**src/rtl/rtc_init_sequencer.sv**
```systemverilog
// rtc_init_sequencer: replays a register address/data table, one entry per HOLD clocks
module rtc_init_sequencer #(
   parameter int STEPS  = 2,
   parameter int HOLD   = 37,
   parameter int ADDR_W = 8,
   parameter int DATA_W = 8,
   parameter logic [STEPS*(ADDR_W+DATA_W)-1:0] INIT_TABLE = 32'h0200_0210
) (
   input  logic                                clk,
   input  logic                                reset,
   input  logic                                start,
   input  logic                                abort,
   output logic                                busy,
   output logic                                done,
   output logic                                valid,
   output logic [ADDR_W-1:0]                   address,
   output logic [DATA_W-1:0]                   data_mod,
   output logic [(STEPS > 1 ? $clog2(STEPS) : 1)-1:0] step
);
   localparam int EW = ADDR_W + DATA_W;
   localparam int SW = STEPS > 1 ? $clog2(STEPS) : 1;
   localparam int CW = $clog2(HOLD + 1);
   typedef enum logic {IDLE, RUN} state_t;
   state_t        state;
   logic [SW-1:0] idx;
   logic [CW-1:0] cnt;
   logic [EW-1:0] tbl [STEPS];
   for (genvar g = 0; g < STEPS; g++) begin : g_tbl
      assign tbl[g] = INIT_TABLE[g*EW +: EW];
   end
   assign step = idx;
   always_ff @(posedge clk) begin
      if (!reset || abort) begin
         state               <= IDLE;
         {busy, done, valid} <= '0;
         {address, data_mod} <= '0;
         idx                 <= '0;
         cnt                 <= '0;
      end else if (state == IDLE) begin
         done <= 1'b0;
         if (start) begin
            state               <= RUN;
            {busy, valid}       <= 2'b11;
            {address, data_mod} <= tbl[0];
            idx                 <= '0;
            cnt                 <= '0;
         end
      end else if (cnt != CW'(HOLD - 1)) begin
         cnt <= cnt + 1'b1;
      end else if (idx != SW'(STEPS - 1)) begin
         cnt                 <= '0;
         idx                 <= idx + 1'b1;
         {address, data_mod} <= tbl[idx + 1'b1];
      end else begin
         state               <= IDLE;
         {busy, done, valid} <= 3'b010;
         {address, data_mod} <= '0;
         idx                 <= '0;
         cnt                 <= '0;
      end
   end
endmodule
```
**config.mk**
```make
export PLATFORM = sky130hd
export DESIGN_NAME = rtc_init_sequencer
export DESIGN_NICKNAME = d
export VERILOG_FILES = /design/src/rtl/rtc_init_sequencer.sv
export SDC_FILE = /design/constraint.sdc
export NUM_CORES = 1
export LEC_CHECK = 0
export CAP_MARGIN = 10
export CELL_PAD_IN_SITES_DETAIL_PLACEMENT = 1
export CELL_PAD_IN_SITES_GLOBAL_PLACEMENT = 2
export CORE_MARGIN = 2
export CORE_UTILIZATION = 27
export DETAILED_ROUTE_END_ITERATION = 10
export MAX_ROUTING_LAYER = met4
export PLACE_DENSITY_LB_ADDON = 0.1
export SLEW_MARGIN = 25
export SYNTH_ARGS = -nofsm -noshare
export SYNTH_HDL_FRONTEND = slang
export SYNTH_SLANG_ARGS = --single-unit
```
**constraint.sdc**
```tcl
create_clock -name clk -period 2.4 [get_ports clk]
set_input_delay 0.48 -clock clk [delete_from_list [all_inputs] [get_ports clk]]
set_output_delay 0.48 -clock clk [all_outputs]
set_load 0.05 [all_outputs]
```
==> run_results.csv <==
group,metric,value,unit
worst_setup_path,cp_top_family,"buffers and inverters",
clocking,path_clk_slew,0.07,ns
timing,setup_viol,0,
placed_design,io_buffers,9,
routing,drtAntennaViolNets,0,
cells_and_area,nNetsFinal,102,
power_and_ir_drop,leakage,0.298,nW
job,maxCapViolCount,0,
die,core-area,2500,µm²
placed_design,place_inst,121,
routing,first_pass_iters,4,
timing,drv_slew,0,
synthesis,synth_area_per_cell,8.46,µm²
die,die_w,55.6,µm
worst_setup_path,critPathKind,"register to output pin",
timing,fin_setup_tns,0,ns
power_and_ir_drop,ir_drop,0.000217,V
worst_setup_path,slowest_delay,0.81,ns
global_route,grt_pass1_wl,2950,µm
synthesis,ys_warn_count,0,
worst_setup_path,crit_required,1.92,ns
clocking,cts_resized,0,
synthesis,ys.flop_type,"dfxtp_1",
synthesis,ys_ff_latch,12,
timing,finalCriticalPeriod,1.92,ns
status,status,"completed",
synthesis,synth-seq-area-share,0.334,
routing,drc_errors,0,
placed_design,gp_congestion,0.745,
routing,wire_per_inst,13.3,µm
clocking,cts_root_buf,"clkbuf_4",
routing,vias,598,
clocking,clockBufferDepth,2,
cells_and_area,final_cells,124,
routing,routed_wl,1650,µm
global_route,grt_start_max_net_pins,14,
synthesis,synth_most_common_cell,"buf_4",
clocking,numCtsBuffers,3,
timing,rsz0062_at_grt,"no",
timing,period_share,0.801,
die,ios,24,
clocking,cts_setup_buffers,0,
placed_design,place_hpwl,1260,µm
global_route,grtUsageTotal,0.125,
clocking,htreeDepth,1,
synthesis,synthesis.area,719,µm²
synthesis,synth-edff-count,0,
timing,clock.fmax,520,MHz
routing,vias_per_cell,4.82,
timing,skew,0.000345,ns
global_route,grt_antenna_before_repair,0,
cells_and_area,diodes,0,
worst_setup_path,path_cells,"clkdlybuf4s50_1",
cells_and_area,area_growth,12.3,%
synthesis,netlist_instances,85,
die,die_area,3090,µm²
synthesis,synth_top_cells_by_count,"15 x buf_4, 12 x dfxtp_1, 6 x nand2_1, 5 x inv_1, 4 x nand3_1",
clocking,clk_latency,0.27,ns
global_route,grt_pass1_vias,626,
worst_setup_path,endpoint_kind,"output pin",
synthesis,synth_top_area_cell,"dfxtp_1",
worst_setup_path,cp.arrival,1.44,ns
worst_setup_path,crit_buf_inv,1,
power_and_ir_drop,p_per_area,531,nW/µm²
cells_and_area,drive_gt1_frac,0.0957,
die,core.rowCount,18,
clocking,cts.sinks,12,
worst_setup_path,worstSetupStartpointType,"register",
synthesis,async_flop_share,0,
die,start_util,0.288,
routing,drt_iter0_markers,5,
worst_setup_path,crit_slowest_cell,"clkdlybuf4s50_1",
hold_path,hp-class,"register to register",
clocking,ctsHoldBuffers,0,
global_route,grt-ovfl-total,0,
clocking,cts_tree,"done",
synthesis,synthTopCellsByArea,"dfxtp_1 33%, buf_4 16%, ha_1 3.5%",
worst_setup_path,critPathMaxFanout,3,
cells_and_area,nFillCells,299,
die,dieHeight,55.6,µm
timing,finalHoldViolCount,0,
synthesis,ys_types,36,
synthesis,yosysTopAreaCellShare,0.334,
## routing by layer
layer | up-vias | wire (µm) | global-route usage
met5 | - | 0 | -
met4 | 0 | 6 | 0.0209
met3 | 2 | 104 | 0.0512
met2 | 20 | 778 | 0.202
met1 | 289 | 757 | 0.147
li1 | 287 | - | -
## worst register-to-register path, stage by stage (launching register included)
cell,delay (ns)
dfxtp_1,0.44
or3b_1,0.49
o21ai_2,0.31
o21ai_0,0.13
## final cells by class
type / instances / area (µm²) / area share
clock buffer: 3 / 22.5 / 0.0279
inverter: 5 / 18.8 / 0.0232
multi-input combinational: 63 / 384 / 0.475
sequential: 12 / 240 / 0.297
tap: 30 / 37.5 / 0.0464
timing repair buffer: 11 / 105 / 0.130
## final timing paths
path,from,to,slack (ns),cells after the start
setup reg to reg,cnt[2],cnt[5],0.91,3
hold reg to reg,valid,valid,0.48,2
setup / recovery,valid,busy,0.48,1
hold / removal,valid,valid,0.48,2
## power by group
group,internal [W],switching [W]
sequential,0.000203,0.00000513
combinational,0.0000192,0.0000768
clock,0.0000581,0.0000669
total,0.000280,0.000149
## cells in the final DEF (no fill, tap or decap), drive strengths merged, types with 3 or more instances in the layout
cell type	Yosys	layout
clkbuf	2	3
a21oi	3	3
dfxtp	12	12
inv	5	5
nand3	4	4
clkdlybuf4s50	0	9
conb	1	14
nor2	3	3
nor3	3	3
nand2	6	6
o21ai	3	3
## sequential cells by signal, summed over array words and instances (netlist names)
name,cells
done,1
address,1
state,1
step,1
data_mod,1
cnt,6
valid,1
## cell families after synthesis
kind of cell    count (synthesis)  synth area share
simple gates                   29             0.244
buf+inv                        23             0.200
compound gates                 18             0.183
flops                          12             0.334
fa+ha+maj                       2            0.0348
other cells                     1           0.00521
## metrics by stage
stage	hold slack, ns	power (W)	utilization	area [µm²]	setup WS, ns
2_1_floorplan	0.484	0.000306	-	768	1.01
3_3_place_gp	0.476	0.000309	0.314	786	0.617
3_5_place_dp	0.477	0.000309	0.314	786	0.624
4_1_cts	0.487	0.000437	0.323	808	0.461
5_1_grt	0.522	0.000452	0.323	808	0.406
6_report	0.483	0.000429	0.323	808	0.479
No activity file was read; power rests on OpenSTA's default activity.
